<file path="src/rtl/ahb_burst_sequencer_pkg.sv">
`default_nettype none
// ============================================================================
//  Module      : ahb_burst_sequencer_pkg
//  Description : Shared AHB encodings, widths and sequencer state type.
//  Revision    : 1.0 - initial release
// ============================================================================
package ahb_burst_sequencer_pkg;

  localparam int AHB_ADDR_WIDTH   = 32;
  localparam int AHB_DATA_WIDTH   = 32;
  localparam int AHB_1KB_BOUNDARY = 1024;

  typedef enum logic [2:0] {
    BURST_SINGLE = 3'd0,
    BURST_INCR   = 3'd1,
    BURST_WRAP4  = 3'd2,
    BURST_INCR4  = 3'd3,
    BURST_WRAP8  = 3'd4,
    BURST_INCR8  = 3'd5,
    BURST_WRAP16 = 3'd6,
    BURST_INCR16 = 3'd7
  } ahb_burst_e;

  typedef enum logic [1:0] {
    HTRANS_IDLE   = 2'd0,
    HTRANS_BUSY   = 2'd1,
    HTRANS_NONSEQ = 2'd2,
    HTRANS_SEQ    = 2'd3
  } ahb_trans_e;

  typedef enum logic [2:0] {
    SIZE_BYTE       = 3'd0,
    SIZE_HALFWORD   = 3'd1,
    SIZE_WORD       = 3'd2,
    SIZE_DOUBLEWORD = 3'd3,
    SIZE_LINE4      = 3'd4,
    SIZE_LINE8      = 3'd5,
    SIZE_LINE16     = 3'd6,
    SIZE_LINE32     = 3'd7
  } ahb_size_e;

  typedef enum logic {
    XFER_READ  = 1'b0,
    XFER_WRITE = 1'b1
  } ahb_write_e;

  typedef enum logic {
    RESP_OKAY  = 1'b0,
    RESP_ERROR = 1'b1
  } ahb_resp_e;

  typedef enum logic [1:0] {
    SEQ_IDLE   = 2'd0,
    SEQ_ADDR   = 2'd1,
    SEQ_BUSY   = 2'd2,
    SEQ_CANCEL = 2'd3
  } seq_state_e;

endpackage
`default_nettype wire

</file>
<file path="src/rtl/ahb_burst_addr_gen.sv">
`default_nettype none
// ============================================================================
//  Module      : ahb_burst_addr_gen
//  Description : Combinational next-beat address, beat count and 1 KB
//                crossing detection for the current AHB beat.
//  Revision    : 1.0 - initial release
// ============================================================================
module ahb_burst_addr_gen
  import ahb_burst_sequencer_pkg::*;
#(
  parameter int ADDR_WIDTH = AHB_ADDR_WIDTH
) (
  input  logic [ADDR_WIDTH-1:0] i_addr,
  input  logic [2:0]            i_burst,
  input  logic [2:0]            i_size,
  input  logic [4:0]            i_len,
  output logic [ADDR_WIDTH-1:0] o_next_addr,
  output logic [4:0]            o_beats,
  output logic                  o_cross_1k
);

  localparam int KB_BITS = $clog2(AHB_1KB_BOUNDARY);

  logic [ADDR_WIDTH-1:0] w_inc;
  logic [ADDR_WIDTH-1:0] w_incr_addr;
  logic [ADDR_WIDTH-1:0] w_wrap_mask;
  logic [2:0]            w_wrap_log2;
  logic                  w_is_wrap;

  // Beat count per burst type; wrapping bursts also report log2 of their beat count
  always_comb begin
    o_beats     = 5'd1;
    w_is_wrap   = 1'b0;
    w_wrap_log2 = 3'd0;
    unique case (ahb_burst_e'(i_burst))
      BURST_SINGLE: o_beats = 5'd1;
      BURST_INCR:   o_beats = i_len;
      BURST_WRAP4:  begin o_beats = 5'd4;  w_is_wrap = 1'b1; w_wrap_log2 = 3'd2; end
      BURST_INCR4:  o_beats = 5'd4;
      BURST_WRAP8:  begin o_beats = 5'd8;  w_is_wrap = 1'b1; w_wrap_log2 = 3'd3; end
      BURST_INCR8:  o_beats = 5'd8;
      BURST_WRAP16: begin o_beats = 5'd16; w_is_wrap = 1'b1; w_wrap_log2 = 3'd4; end
      BURST_INCR16: o_beats = 5'd16;
    endcase
  end

  assign w_inc       = ADDR_WIDTH'(1) << i_size;
  assign w_incr_addr = i_addr + w_inc;
  // Wrap window is beats*inc bytes; both are powers of two so a shift suffices
  assign w_wrap_mask = (w_inc << w_wrap_log2) - ADDR_WIDTH'(1);
  assign o_next_addr = w_is_wrap ? ((i_addr & ~w_wrap_mask) | (w_incr_addr & w_wrap_mask))
                                 : w_incr_addr;
  // A wrapping burst stays inside its own window, so only incrementing bursts restart
  assign o_cross_1k  = !w_is_wrap && (w_incr_addr[KB_BITS-1:0] == '0);

endmodule
`default_nettype wire

</file>
<file path="src/rtl/ahb_burst_sequencer.sv">
`default_nettype none
// ============================================================================
//  Module      : ahb_burst_sequencer
//  Description : AHB master address-phase controller. Takes one burst command
//                at a time and drives NONSEQ/SEQ/BUSY/IDLE with registered
//                HADDR/HTRANS/HBURST/HSIZE/HWRITE, honouring HREADY stalls and
//                cancelling the burst on an ERROR response.
//  Revision    : 1.0 - initial release
// ============================================================================
module ahb_burst_sequencer
  import ahb_burst_sequencer_pkg::*;
#(
  parameter int ADDR_WIDTH = AHB_ADDR_WIDTH,
  parameter int DATA_WIDTH = AHB_DATA_WIDTH,
  parameter int MAX_BEATS  = 16
) (
  input  logic                  hclk,
  input  logic                  hreset,
  input  logic                  cmd_valid,
  output logic                  cmd_ready,
  input  logic [ADDR_WIDTH-1:0] cmd_addr,
  input  logic [2:0]            cmd_burst,
  input  logic [2:0]            cmd_size,
  input  logic                  cmd_write,
  input  logic [4:0]            cmd_len,
  input  logic [MAX_BEATS-1:0]  cmd_busy_mask,
  output logic [ADDR_WIDTH-1:0] haddr,
  output logic [1:0]            htrans,
  output logic [2:0]            hburst,
  output logic [2:0]            hsize,
  output logic                  hwrite,
  input  logic                  hready,
  input  logic                  hresp,
  output logic                  beat_accept,
  output logic                  burst_done,
  output logic                  burst_err
);

  seq_state_e            r_state,      w_state_nxt;
  logic [ADDR_WIDTH-1:0] r_haddr,      w_haddr_nxt;
  ahb_trans_e            r_htrans,     w_htrans_nxt;
  logic [2:0]            r_hburst,     w_hburst_nxt;
  logic [2:0]            r_hsize,      w_hsize_nxt;
  logic                  r_hwrite,     w_hwrite_nxt;
  logic [4:0]            r_len,        w_len_nxt;
  logic [MAX_BEATS-1:0]  r_busy_mask,  w_mask_nxt;
  logic [4:0]            r_cnt,        w_cnt_nxt;
  logic                  r_pend_ns,    w_pend_ns_nxt;
  logic                  r_accept,     w_accept_nxt;
  logic                  r_done,       w_done_nxt;
  logic                  r_err,        w_err_nxt;

  logic [ADDR_WIDTH-1:0] w_next_addr;
  logic [ADDR_WIDTH-1:0] w_cmd_aligned;
  logic [4:0]            w_beats;
  logic [4:0]            w_cnt_inc;
  logic                  w_cross_1k;
  logic                  w_busy_next;
  logic                  w_cmd_illegal;

  ahb_burst_addr_gen #(
    .ADDR_WIDTH (ADDR_WIDTH)
  ) u_addr_gen (
    .i_addr      (r_haddr),
    .i_burst     (r_hburst),
    .i_size      (r_hsize),
    .i_len       (r_len),
    .o_next_addr (w_next_addr),
    .o_beats     (w_beats),
    .o_cross_1k  (w_cross_1k)
  );

  assign cmd_ready     = (r_state == SEQ_IDLE);
  assign w_cmd_aligned = cmd_addr & ~((ADDR_WIDTH'(1) << cmd_size) - ADDR_WIDTH'(1));
  assign w_cmd_illegal = (int'(32'd8 << cmd_size) > DATA_WIDTH)
                      || ((ahb_burst_e'(cmd_burst) == BURST_INCR)
                          && ((cmd_len == 5'd0) || (int'(cmd_len) > MAX_BEATS)));
  assign w_cnt_inc     = r_cnt + 5'd1;
  assign w_busy_next   = |(r_busy_mask & (MAX_BEATS'(1) << w_cnt_inc));

  // Next-state and next-output computation; every register holds unless an event moves it
  always_comb begin
    w_state_nxt   = r_state;
    w_haddr_nxt   = r_haddr;
    w_htrans_nxt  = r_htrans;
    w_hburst_nxt  = r_hburst;
    w_hsize_nxt   = r_hsize;
    w_hwrite_nxt  = r_hwrite;
    w_len_nxt     = r_len;
    w_mask_nxt    = r_busy_mask;
    w_cnt_nxt     = r_cnt;
    w_pend_ns_nxt = r_pend_ns;
    w_accept_nxt  = 1'b0;
    w_done_nxt    = 1'b0;
    w_err_nxt     = 1'b0;
    unique case (r_state)
      SEQ_IDLE: begin
        w_htrans_nxt = HTRANS_IDLE;
        if (cmd_valid) begin
          if (w_cmd_illegal) begin
            w_err_nxt = 1'b1;
          end else begin
            w_state_nxt  = SEQ_ADDR;
            w_haddr_nxt  = w_cmd_aligned;
            w_htrans_nxt = HTRANS_NONSEQ;
            w_hburst_nxt = cmd_burst;
            w_hsize_nxt  = cmd_size;
            w_hwrite_nxt = cmd_write;
            w_len_nxt    = cmd_len;
            w_mask_nxt   = cmd_busy_mask;
            w_cnt_nxt    = 5'd0;
          end
        end
      end
      SEQ_ADDR: begin
        if (hready) begin
          w_accept_nxt = 1'b1;
          w_cnt_nxt    = w_cnt_inc;
          if (w_cnt_inc == w_beats) begin
            w_done_nxt   = 1'b1;
            w_state_nxt  = SEQ_IDLE;
            w_htrans_nxt = HTRANS_IDLE;
          end else begin
            w_haddr_nxt = w_next_addr;
            if (w_busy_next) begin
              // Remember whether the beat after the BUSY must restart as NONSEQ
              w_state_nxt   = SEQ_BUSY;
              w_htrans_nxt  = HTRANS_BUSY;
              w_pend_ns_nxt = w_cross_1k;
            end else if (w_cross_1k) begin
              w_htrans_nxt = HTRANS_NONSEQ;
            end else begin
              w_htrans_nxt = HTRANS_SEQ;
            end
          end
        end else if (hresp == RESP_ERROR) begin
          w_state_nxt  = SEQ_CANCEL;
          w_htrans_nxt = HTRANS_IDLE;
          w_err_nxt    = 1'b1;
        end
      end
      SEQ_BUSY: begin
        if (hready) begin
          w_state_nxt = SEQ_ADDR;
          if (r_pend_ns) w_htrans_nxt = HTRANS_NONSEQ;
          else           w_htrans_nxt = HTRANS_SEQ;
        end else if (hresp == RESP_ERROR) begin
          w_state_nxt  = SEQ_CANCEL;
          w_htrans_nxt = HTRANS_IDLE;
          w_err_nxt    = 1'b1;
        end
      end
      SEQ_CANCEL: begin
        w_state_nxt  = SEQ_IDLE;
        w_htrans_nxt = HTRANS_IDLE;
      end
      default: w_state_nxt = SEQ_IDLE;
    endcase
  end

  // State and registered-output update with synchronous reset
  always_ff @(posedge hclk) begin
    if (hreset) begin
      r_state     <= SEQ_IDLE;
      r_haddr     <= '0;
      r_htrans    <= HTRANS_IDLE;
      r_hburst    <= BURST_SINGLE;
      r_hsize     <= SIZE_BYTE;
      r_hwrite    <= XFER_READ;
      r_len       <= 5'd0;
      r_busy_mask <= '0;
      r_cnt       <= 5'd0;
      r_pend_ns   <= 1'b0;
      r_accept    <= 1'b0;
      r_done      <= 1'b0;
      r_err       <= 1'b0;
    end else begin
      r_state     <= w_state_nxt;
      r_haddr     <= w_haddr_nxt;
      r_htrans    <= w_htrans_nxt;
      r_hburst    <= w_hburst_nxt;
      r_hsize     <= w_hsize_nxt;
      r_hwrite    <= w_hwrite_nxt;
      r_len       <= w_len_nxt;
      r_busy_mask <= w_mask_nxt;
      r_cnt       <= w_cnt_nxt;
      r_pend_ns   <= w_pend_ns_nxt;
      r_accept    <= w_accept_nxt;
      r_done      <= w_done_nxt;
      r_err       <= w_err_nxt;
    end
  end

  assign haddr       = r_haddr;
  assign htrans      = r_htrans;
  assign hburst      = r_hburst;
  assign hsize       = r_hsize;
  assign hwrite      = r_hwrite;
  assign beat_accept = r_accept;
  assign burst_done  = r_done;
  assign burst_err   = r_err;

endmodule
`default_nettype wire

</file>
<file path="config.mk">
export PLATFORM = sky130hd
export DESIGN_NAME = ahb_burst_sequencer
export DESIGN_NICKNAME = d
export VERILOG_FILES = /design/src/rtl/ahb_burst_sequencer_pkg.sv /design/src/rtl/ahb_burst_addr_gen.sv /design/src/rtl/ahb_burst_sequencer.sv
export SDC_FILE = /design/constraint.sdc
export NUM_CORES = 1
export LEC_CHECK = 0
export CORE_MARGIN = 3
export CORE_UTILIZATION = 48
export CTS_CLUSTER_DIAMETER = 100
export DETAILED_ROUTE_END_ITERATION = 6
export GPL_TIMING_DRIVEN = 0
export PLACE_DENSITY = 0.86
export SYNTH_ARGS = -nofsm -noshare
export SYNTH_HDL_FRONTEND = slang
export SYNTH_HIERARCHICAL = 1
export SYNTH_SLANG_ARGS = --single-unit
</file>
<file path="constraint.sdc">
create_clock -name hclk -period 3.6 [get_ports hclk]
set_input_delay 0.9 -clock hclk [delete_from_list [all_inputs] [get_ports hclk]]
set_output_delay 0.9 -clock hclk [all_outputs]
set_load 0.02 [all_outputs]
</file>
; ---- After elaboration in Yosys (flattened, before gate mapping)
; Cells that the tools add are included.
[word_totals]
ff_bits = 73
[classes]
addsub = 4
order_cmp = 2
eq_ne = 17
n_shift = 5
mux = 38
bitwise_logic = 11
n_reduce_logical = 23
[op_table]
columns = operator, n
row1 = two-way mux 32 bit, 5
row2 = AND 32 bit, 3
row3 = NOT 32 bit, 2
row4 = case mux 32 bit (2 select lines), 1
row5 = "left shift 1 x 3 -> 32 bit, first input constant", 2
row6 = "subtractor 32 x 1 -> 32 bit, second input constant", 2
row7 = adder 32 bit, 1
row8 = "greater-than comparator 32 x 7 -> 1 bit, second input constant", 1
row9 = bitwise OR 32 bit, 1
row10 = left shift 32 x 3 -> 32 bit, 1
row11 = "left shift 4 x 3 -> 32 bit, first input constant", 1
row12 = two-way mux 2 bit, 14
row13 = case mux 5 bit (5 select lines), 1
row14 = AND 16 bit, 1
row15 = case mux 2 bit (4 select lines), 2
row16 = OR reduction 16 bit, 1
row17 = "left shift 1 x 5 -> 16 bit, first input constant", 1
row18 = two-way mux 5 bit, 3
row19 = "== test 3 bit, second input constant", 4
row20 = zero test 10 bit, 1
row21 = case mux 5 bit (2 select lines), 1
row22 = OR reduction 2 bit, 5
row23 = two-way mux 1 bit, 9
row24 = case mux 3 bit (3 select lines), 1
row25 = 22 further kinds, 36

; ---- Logic depth before layout (Yosys ltp)
; Gate-level depths: netlist (run 1).
[logic_depth]
depth_word = 11
mapped_depth = 15
mapped_depth_nobuf = 13

; ---- Modules after synthesis
; Netlist (run 1), hierarchy kept.
[by_module_without_submodules]
columns = module, n_inst, cells_each, area_each_um2
row1 = ahb_burst_sequencer, 1, 414, 3912.5
row2 = ahb_burst_addr_gen, 1, 268, 1675.4

; ---- Worst setup path before layout (run 1)
; OpenSTA, ideal clock, no wires.
[synth_timing]
path_kind = register -> register
start = reg r_hsize[0], in the netlist hsize[0]
end = reg r_htrans[0], in the netlist htrans[0]
t_arrival_ps = 3375
required_time_ps = 3481
path_slack_ps = 106
stages_incl_launch_ff = 14
path_cell_list = dfxtp_1 > clkbuf_1 > nand2b_1 > nor2_1 > inv_1 > fa_1 > nand2b_1 > a21oi_1 > xor2_1 > or4b_1 > nor4_1 > nor4b_1 > a311oi_1 > o221a_1
[synth_between]
elab_chain_cells = 9
[synth_lines]
columns = item, line_no
row1 = start: declaration, ahb_burst_sequencer.sv:43  ; logic [2:0] r_hsize, w_hsize_nxt;
row2 = start signal: assignment, ahb_burst_sequencer.sv:182  ; r_hsize <= w_hsize_nxt;
row3 = left shift 1 x 3 -> 32 bit, ahb_burst_addr_gen.sv:47  ; assign w_inc = ADDR_WIDTH'(1) << i_size;
row4 = adder 32 bit, ahb_burst_addr_gen.sv:48  ; assign w_incr_addr = i_addr + w_inc;
row5 = zero test 10 bit, ahb_burst_addr_gen.sv:54  ; assign o_cross_1k = !w_is_wrap && (w_incr_addr[KB_BITS-1:0] == '0);
row6 = logical AND 1 bit, ahb_burst_addr_gen.sv:54
row7 = net w_cross_1k, ahb_burst_sequencer.sv:57  ; logic w_cross_1k;
row8 = two-way mux 1 bit, ahb_burst_sequencer.sv:130  ; end else if (w_cross_1k) begin
row9 = two-way mux 2 bit, ahb_burst_sequencer.sv:125  ; if (w_busy_next) begin
row10 = two-way mux 2 bit, ahb_burst_sequencer.sv:119  ; if (w_cnt_inc == w_beats) begin
row11 = two-way mux 2 bit, ahb_burst_sequencer.sv:116  ; if (hready) begin
row12 = case mux 2 bit (4 select lines), ahb_burst_sequencer.sv:96  ; unique case (r_state)
row13 = end signal: assignment, ahb_burst_sequencer.sv:180  ; r_htrans <= w_htrans_nxt;
row14 = end: declaration, ahb_burst_sequencer.sv:41  ; ahb_trans_e r_htrans, w_htrans_nxt;
; The timed path passes the listed nets, and every way through them passes these cells.
; A chain may end at the register's enable or synchronous reset.

; ---- Final worst setup path (run 1)
[layout_timing]
start = reg r_hsize[2], in the netlist hsize[2]
end = reg r_htrans[0], in the netlist htrans[0]
; Same word-level chain as after synthesis.

==> results of run 1 <==
## worst min-delay path, delay by kind of cell (launching register included)
family	cells	cell delay, ns
muxes	1	0.07
and+or+nand+nor	1	0.06
DFF	1	0.32
## state kept, by name, summed over array words and instances (netlist names)
register	count
r_busy_mask	16
r_len	5
beat_accept	1
haddr	32
hwrite	1
r_pend_ns	1
hsize	3
htrans	2
r_state	2
burst_done	1
r_cnt	5
hburst	3
burst_err	1
## cell usage in the layout (no fill, tap or decap), drive strengths merged, types with 3 or more instances in the layout
| cell | n |
|---|---|
| a211oi | 15 |
| a21oi | 27 |
| a22oi | 12 |
| a311oi | 21 |
| a31oi | 40 |
| and3 | 16 |
| buf | 25 |
| clkbuf | 44 |
| clkdlybuf4s50 | 105 |
| clkinv | 3 |
| dfxtp | 73 |
| ha | 21 |
| inv | 26 |
| mux2 | 6 |
| mux2i | 39 |
| nand2 | 63 |
| nand2b | 4 |
| nand3 | 31 |
| nand4 | 9 |
| nor2 | 71 |
| nor2b | 6 |
| nor3 | 16 |
| nor3b | 5 |
| nor4 | 5 |
| nor4b | 4 |
| o2111ai | 6 |
| o211ai | 3 |
| o21ai | 17 |
| o21bai | 3 |
| o31ai | 5 |
| or3 | 3 |
| xnor2 | 18 |
| xor2 | 23 |
## power by group
part	internal [mW]	switching [mW]	total [mW]
combinational	0.676	0.930	1.61
clock	0.486	0.364	0.851
sequential	0.925	0.153	1.08
total	2.09	1.45	3.53
## cell type report
type                       count  area share (%)
buffer                        53            3.90
clock buffer                  10            3.28
clock inverter                 6           0.584
inverter                      25            1.29
multi-input combinational    531            53.4
sequential                    73            20.1
tap                          140            2.40
timing repair buffer         111            15.0
## logic make-up (layout without fill, tap and decap cells)
group	Yosys count	after routing	synth area share, %
compound gates	175	175	25.2
xor+xnor	44	44	7.79
fa+ha+maj	22	22	5.06
buf+inv	78	205	6.25
flops	73	73	26.2
mux	45	45	8.20
other cells	1	1	0.0671
simple gates	244	244	21.3
## per-layer routing
layer,up-vias,part of all wire (%)
met2,398,47
met3,78,9.2
met4,0,4.0
li1,2765,-
met1,2859,40
met5,-,0
## worst max path at each step
stage / from / to / slack, ns / cells past startpoint
CTS: hsize[1] / htrans[0] / -0.11 / 14
detailed placement: hsize[0] / htrans[0] / -0.85 / 13
floorplan: hsize[0] / htrans[0] / 0.11 / 13
global placement: hsize[0] / htrans[0] / -0.81 / 13
global route: hsize[2] / htrans[0] / -0.11 / 15
finish: hsize[2] / htrans[0] / 0.03 / 15
## per-stage QoR
stage,util [%],area [µm²],TNS (ns)
after floorplan,-,5590,0
after global placement,61.2,6810,-1.81
after detailed placement,61.2,6810,-2.37
after CTS,64.2,7150,-0.106
after global routing,65.5,7290,-0.136
final,65.5,7290,0
## what timing repair did
action / 4_1_cts / 5_1_grt
endpoints found under the setup margin: 11 / 13
setup buffers: 1 / 5
gates cloned: 0 / 0
resized for setup: 10 / 30
pin swaps: 0 / 7
==> results.md, run 1 <==
* Outcome: complete, no violations
* Vias in the first global route at 5672
* Post-synthesis sequential area ratio at 26.2%
* Most numerous cell in the Yosys netlist: dfxtp_1
* Crit Reg-Reg Startpoint: hsize[2]
* Hold Crit Class: reg2reg
* Max-slew violation count at 0
* Max FO, Critical Path at 10
* Worst path arrival time at 3.80 ns
* Setup violations, final at 0
* First-pass GRT wire length at 29000 µm
* Register area at 1470 µm²
* Synth unique cells at 74
* Drt pass-1 iters at 6
* Synthesized instance count at 682
* Async SR Flop Fraction at 0%
* Core Footprint at 11100 µm²
* Root Buffer: clkbuf_16
* Largest net degree at the start of global routing at 14
* DPL Wire Length at 13200 µm
* Routed wire length at 18600 µm
* Yosys reg bits at 73
* EDFF count, synth at 0
* CTS Buf Count at 9
* CP bufs+invs at 4
* YS warnings at 6
* Syn Std Cell Area at 5590 µm²
* Unrepaired setup endpoints after global routing: yes
* Die height at 114 µm
* Routed Antenna Nets at 0
* Post-Syn Nets at 769
* Antenna diode count at 0
* Top FF cell, synth: dfxtp_1
* CTS Hold Bufs at 0
* Buffers added on ports at 105
* GR Util met2 at 45.0%
* Clock Skews at 0.00967 ns
* Non-filler instance count after layout at 949
* Max VDD drop at 0.000292 V
* Crit path max-delay family: simple AND/OR/NAND/NOR gates
* Routed wire per std cell at 19.6 µm
* Tmin final at 3.57 ns
* Leak at 2.86 nW
* Vias per inst at 6.43
* CP required at 3.83 ns
* Max Cap Violations at 0
* Nets at 891
* Reg2Reg Setup Slack at 0.03 ns
* Startpoint Class: flip-flop
* GR Util met3 at 4.30%
* Hold path startpoint: r_pend_ns
* F_max at 280 MHz
* Starting DRT DRC Count at 857
* Fill cell count at 892
* Worst flop-to-flop path endpoint: htrans[0]
* Total GRT Usage at 27.7%
* CP Cell Sequence: buf_6 > buf_6 > nor3_4 > ha_2 > inv_1 > fa_2 > nand2b_4 > a21oi_4 > xor2_2 > or4b_4 > nor4_4 > nor4b_4 > buf_4 > a311oi_2 > o221a_1
* Slowest cell on the critical path: or4b_4
* Relative slew slack at 41.3%
* Period utilisation layout at 99.3%
* Kind of critical path: reg2reg
* Routed vias at 6100
* Hold path cells at 2
* CTS tree: built
* Synth area leaders: dfxtp_1, mux2i_1, nor2_1
* I/O pin count at 110
* Clock tree sinks at 73
* Clk buf depth at 2
* Remaining Overflow, GRT at 0
* Hold slack at 0.496 ns
* Largest area contributor in the netlist: dfxtp_1
* Worst R2R Path Depth at 15
* Share of cells above drive strength 1 at 12.2%
* Clk Latency, worst-skew pair at 0.34 ns
* Drt drc at 0
* Die footprint at 13000 µm²
* WHS Endpoint: r_pend_ns
* Clock Pin Slew Worst Setup and Hold Paths at 0.06 ns
* Multi-input gate area at 3890 µm²
* Cells after DPL at 927
* GRT Max-Usage Layer: met2
* Cell Rows at 38
* Area growth from synthesis to layout at 30.4%
* Max incr delay on CP at 0.50 ns
* H-tree level count at 3
* Critical path's most frequent cell: buf_6
* Gp weighted congestion at 0.971
* Die Wd at 114 µm
* Final Hold Fails at 0
* Pwr dens at 485 nW/µm²
* Setup Slack @ Placement at -0.854 ns
* Synth cell count leaders: dfxtp_1, nor2_1, nand2_1, a31oi_1, mux2i_1
* Met1 Usage GRT at 36.9%
* Avg Inst Size Synth at 8.19 µm²
* Slew @ Worst Pin at 0.877 ns
* CP Capture Type: flip-flop
* Final WS setup at 0.0263 ns
* Initial antenna violation count at 0
* Total Power at 3.53 mW
* Synth top area share at 26.2%
* Starting Density at 50.2%
Note: power is estimated with default switching activity, not from simulation.
==> inputs of run 2 (changes only) <==
Settings changed: CORE_UTILIZATION 48 to 49, CTS_BUF_LIST set to sky130_fd_sc_hd__clkbuf_4 sky130_fd_sc_hd__clkbuf_8, PLACE_DENSITY 0.86 to 0.87.
==> run 2 against run 1 <==
  * Clock-buffer cell count stayed put
  * Combinational power decreased by 3%
  * Hold slack got worse by 0.0073 ns
  * Wire length is 5.7% lower
  * Cell area down 1.5%
  * Sequential power about the same
  * Non-clock buffer count down 1
  * Final cell count down 0.11%
  * Critical endpoint unchanged
  * Total power shrank 4.0%
  * Largest power group unchanged
  * Worst setup slack got worse by 0.0044 ns
  * First-iteration DRC count decreased by 14%
==> results.md, run 2 (synthesis results as in run 1) <==
* Outcome: complete, no violations
* Die height at 113 µm
* Setup violations, final at 0
* Worst flop-to-flop path endpoint: htrans[0]
* Setup Slack @ Placement at -0.791 ns
* Sw frac at 40.7%
* Final Hold Fails at 0
* Slew @ Worst Pin at 0.831 ns
* First-pass GRT wire length at 27400 µm
* Drt drc at 0
* I/O pin count at 110
* Core Footprint at 11000 µm²
* Total GRT Usage at 25.9%
* Non-filler instance count after layout at 948
* Hold path startpoint: r_pend_ns
* WHS Endpoint: r_pend_ns
* Final WS setup at 0.0220 ns
* Pwr dens at 472 nW/µm²
* Share of cells above drive strength 1 at 11.8%
* DPL Wire Length at 12600 µm
* Max-slew violation count at 0
* Fill cell count at 882
* Clk buf depth at 2
* Max FFs per register at 32
* CTS tree: built
* Routed vias at 5967
* H-tree level count at 3
* Placed instance area at 6810 µm²
* Seq pwr share at 31.7%
* Area growth from synthesis to layout at 28.5%
* Leak at 2.82 nW
* Worst R2R Path Depth at 14
* Routed wire length at 17500 µm
* Starting DRT DRC Count at 740
* Vias in the first global route at 5515
* CTS Buf Count at 9
* Net Sw Power at 1.38 mW
* Starting Density at 50.9%
* Multi-input gate area at 3840 µm²
* Drt pass-1 iters at 6
* Clock Pin Slew Worst Setup and Hold Paths at 0.09 ns
* Vias per inst at 6.29
* Clock network power share at 22.3%
* F_max at 279 MHz
* Cell Rows at 38
* Max FO, Critical Path at 10
* Root Buffer: clkbuf_8
* CTS Hold Bufs at 0
* Remaining Overflow, GRT at 0
* Int Pwr at 2.01 mW
* Reg2Reg Setup Slack at 0.02 ns
* Nets at 890
* Antenna diode count at 0
* Clock Skews at 0.0146 ns
* Register area at 1470 µm²
* Hold Crit Class: reg2reg
* Max VDD drop at 0.000345 V
* Gp weighted congestion at 0.935
* Max Cap Violations at 0
* Routed wire per std cell at 18.5 µm
* Buffers added on ports at 105
* Tmin final at 3.58 ns
* Hold slack at 0.488 ns
* Period utilisation layout at 99.4%
* Design area at 7180 µm²
* Crit Reg-Reg Startpoint: hsize[0]
* Cells after DPL at 927
* Die footprint at 12700 µm²
* Worst path arrival time at 3.81 ns
* Startpoint Class: flip-flop
* Routed Antenna Nets at 0
* CP Capture Type: flip-flop
* Kind of critical path: reg2reg
* Hold path cells at 2
* Most common cell after layout, fill and taps aside: clkdlybuf4s50_1
* Comb power frac at 46.0%
* Relative slew slack at 44.4%
* Clock tree sinks at 73
* Largest net degree at the start of global routing at 15
* Initial antenna violation count at 0
* CP required at 3.83 ns
* Die Wd at 113 µm
* Clk Latency, worst-skew pair at 0.35 ns
* Commonest non-fill, non-tap cells in the layout: clkdlybuf4s50_1, nor2_1, dfxtp_1, nand2_1, a31oi_1
-- run 2: worst max-delay path, stage by stage, from the launching register on --
cell and delay [ns]:
dfxtp_4 0.39, buf_4 0.18, nor3_4 0.20, ha_2 0.20, inv_1 0.06, fa_2 0.35, nand2b_1 0.17, a21oi_2 0.22
xor2_1 0.12, or4b_1 0.50, nor4_2 0.26, nor4b_4 0.23, buf_4 0.18, a311oi_2 0.11, o221a_1 0.28
-- run 2: layer usage --
layer / part of all wire [%] / global-route usage (%)
met5: 0 / 0
met2: 47 / 41.7
met3: 9.0 / 4.01
met4: 2.9 / 9.94
met1: 41 / 35.1
-- run 2: timing repair --
action | 4_1_cts | 5_1_grt
endpoints found under the setup margin | 12 | 9
gates resized for setup | 12 | 22
buffers inserted | 1 | 6
pin swaps | 2 | 7
-- run 2: per-stage QoR --
step / setup TNS (ns) / util, % / power [mW]
finish: 0 / 65.4 / 3.39
global route: -0.0690 / 65.4 / 3.55
CTS: -0.0530 / 64.7 / 3.34
detailed placement: -1.95 / 62.0 / 2.56
global placement: -1.50 / 62.0 / 2.54
floorplan: 0 / - / 2.04
-- run 2: worst max path at each step --
stage                            to  slack (ns)  startpoint
after global routing      htrans[0]       -0.07    hsize[0]
after detailed placement  htrans[0]       -0.79    hsize[0]
after global placement    htrans[0]       -0.78    hsize[0]
final                     htrans[0]        0.02    hsize[0]
after floorplan           htrans[0]        0.11    hsize[0]
after CTS                 htrans[0]       -0.05    hsize[1]
-- run 2: final cells by class --
type                    instances  area share [%]
multi-input cells             531            53.5
flip-flops and latches         73            20.5
repair buffers                112            15.4
plain buffers                  51            3.64
well taps                     140            2.44
clock buffers                  10            1.92
clock inverters                 6            1.32
inverters                      25            1.31
-- run 2: power groups by stage --
| stage | Combinational, mW | Sequential (mW) | Clock, mW |
|---|---|---|---|
| global route | 1.66 | 1.09 | 0.799 |
| global placement | 1.46 | 1.08 | 0 |
| finish | 1.56 | 1.07 | 0.757 |
| floorplan | 0.868 | 1.17 | 0 |
| CTS | 1.51 | 1.07 | 0.762 |
| detailed placement | 1.48 | 1.09 | 0 |
==> inputs of run 3 (changes only) <==
Settings changed: CORE_MARGIN 3 to unset.
==> run 3 against run 2 <==
  * Wire length increased by 0.65%
  * Hold slack improved by 0.0063 ns
  * Core utilization increased by 0.26 points
  * Clock skew decreased by 0.00080 ns
  * Highest routed layer unchanged
==> results.md, run 3 (synthesis results as in run 1) <==
* Crit path max-delay family: simple AND/OR/NAND/NOR gates
* Relative slew slack at 43.0%
* Routed wire length at 17600 µm
* Hold Crit Class: reg2reg
* Clock Skews at 0.0138 ns
* Clock Pin Slew Worst Setup and Hold Paths at 0.09 ns
* Starting DRT DRC Count at 689
* CP bufs+invs at 3
* CP required at 3.84 ns
* Root Buffer: clkbuf_8
* CTS Buf Count at 9
* Largest net degree at the start of global routing at 14
* Clk Latency, worst-skew pair at 0.36 ns
* Routed Antenna Nets at 0
* Die footprint at 11800 µm²
* Nets at 893
* Drt pass-1 iters at 6
* Initial antenna violation count at 0
* CP Cell Sequence: buf_6 > buf_8 > nor3_4 > ha_2 > inv_2 > fa_2 > nand2b_4 > a21oi_4 > xor2_2 > or4b_4 > nor4_2 > nor4b_4 > a311oi_2 > o221a_1
* Routed wire per std cell at 18.5 µm
* Die Wd at 109 µm
* Clk buf depth at 2
* Starting Density at 50.9%
* DPL Wire Length at 12600 µm
* Max incr delay on CP at 0.50 ns
* Antenna diode count at 0
* F_max at 278 MHz
* Cell Rows at 38
* Area growth from synthesis to layout at 29.0%
* H-tree level count at 3
* Core Footprint at 11000 µm²
* Hold path startpoint: r_pend_ns
* Non-filler instance count after layout at 951
* Slew @ Worst Pin at 0.851 ns
* Gp weighted congestion at 0.929
* Vias per inst at 6.33
* Tmin final at 3.59 ns
* Clock tree sinks at 73
* Pwr dens at 461 nW/µm²
* Routed vias at 6022
* First-pass GRT wire length at 27400 µm
* Share of cells above drive strength 1 at 12.6%
* Period utilisation layout at 99.9%
* Max FFs per register at 32
* Total Power at 3.32 mW
* Final Hold Fails at 0
* Total GRT Usage at 29.7%
* Kind of critical path: reg2reg
* Buffers added on ports at 105
* CTS Hold Bufs at 0
* CP Capture Type: flip-flop
* Slowest cell on the critical path: or4b_4
* Placed instance area at 6810 µm²
* Cells after DPL at 927
* Design area at 7210 µm²
* Crit Reg-Reg Startpoint: hsize[1]
* CTS tree: built
* Drt drc at 0
* Remaining Overflow, GRT at 0
* Die height at 109 µm
* Leak at 2.84 nW
* Fill cell count at 878
* Max-slew violation count at 0
* Most common cell after layout, fill and taps aside: clkdlybuf4s50_1
* Startpoint Class: flip-flop
* Vias in the first global route at 5443
* Start point of the critical path: hsize[1]
* Commonest non-fill, non-tap cells in the layout: clkdlybuf4s50_1, nor2_1, dfxtp_1, nand2_1, a31oi_1
* Worst path arrival time at 3.84 ns
* I/O pin count at 110
* Max Cap Violations at 0
* Outcome: complete, no violations
* Setup TNS at 0 ns
* Max VDD drop at 0.000247 V
* Final Util at 65.6%
* Max FO, Critical Path at 10
* Setup violations, final at 0
==> run 3: per-stage QoR <==
stage	hold slack, ns	setup WS [ns]
after floorplan	0.438	0.106
after CTS	0.482	-0.137
after global placement	0.453	-0.785
final	0.495	0.00527
after detailed placement	0.473	-0.777
after global routing	0.498	-0.0511
==> run 3: timing repair <==
item                       4_1_cts  5_1_grt
buffers inserted                 1        8
setup endpoints to repair       11       13
resized for setup                9       34
pin swaps                        0        7
==> run 3: cell type report <==
cell class	count	area [µm²]	area share [%]
Clock inverter	6	67.6	0.937
Inverter	25	93.8	1.30
Sequential cell	73	1470	20.4
Timing Repair Buffer	114	1120	15.5
Tap cell	140	175	2.43
Buffer	52	277	3.84
Multi-Input combinational cell	531	3870	53.7
Clock buffer	10	131	1.82
==> run 3: worst reg2reg max path, stage by stage (launching register included) <==
cell	delay, ns
dfxtp_4	0.36
buf_6	0.14
buf_8	0.14
nor3_4	0.13
ha_2	0.21
inv_2	0.04
fa_2	0.38
nand2b_4	0.17
a21oi_4	0.19
xor2_2	0.10
or4b_4	0.50
nor4_2	0.26
nor4b_4	0.41
a311oi_2	0.16
o221a_1	0.28
==> run 3: routing by layer <==
layer	wire, µm	global-route usage (%)	up-vias	part of all wire (%)
met5	0	0	-	0
met4	619	13.8	0	3.5
met3	1550	4.18	70	8.8
met2	8300	47.2	357	47
met1	7170	39.7	2821	41
li1	-	-	2774	-
==> run 3: worst paths after layout <==
| kind | endpoint | slack, ns | cells past startpoint |
|---|---|---|---|
| hold / removal | r_pend_ns | 0.49 | 2 |
| setup / recovery | htrans[0] | 0.005 | 14 |
| hold reg to reg | r_pend_ns | 0.49 | 2 |
| setup reg to reg | htrans[0] | 0.005 | 14 |
==> run 3: power by group <==
group / internal, mW / switching (mW) / total (mW)
clock: 0.330 / 0.335 / 0.666
combinational: 0.681 / 0.907 / 1.59
sequential: 0.923 / 0.148 / 1.07
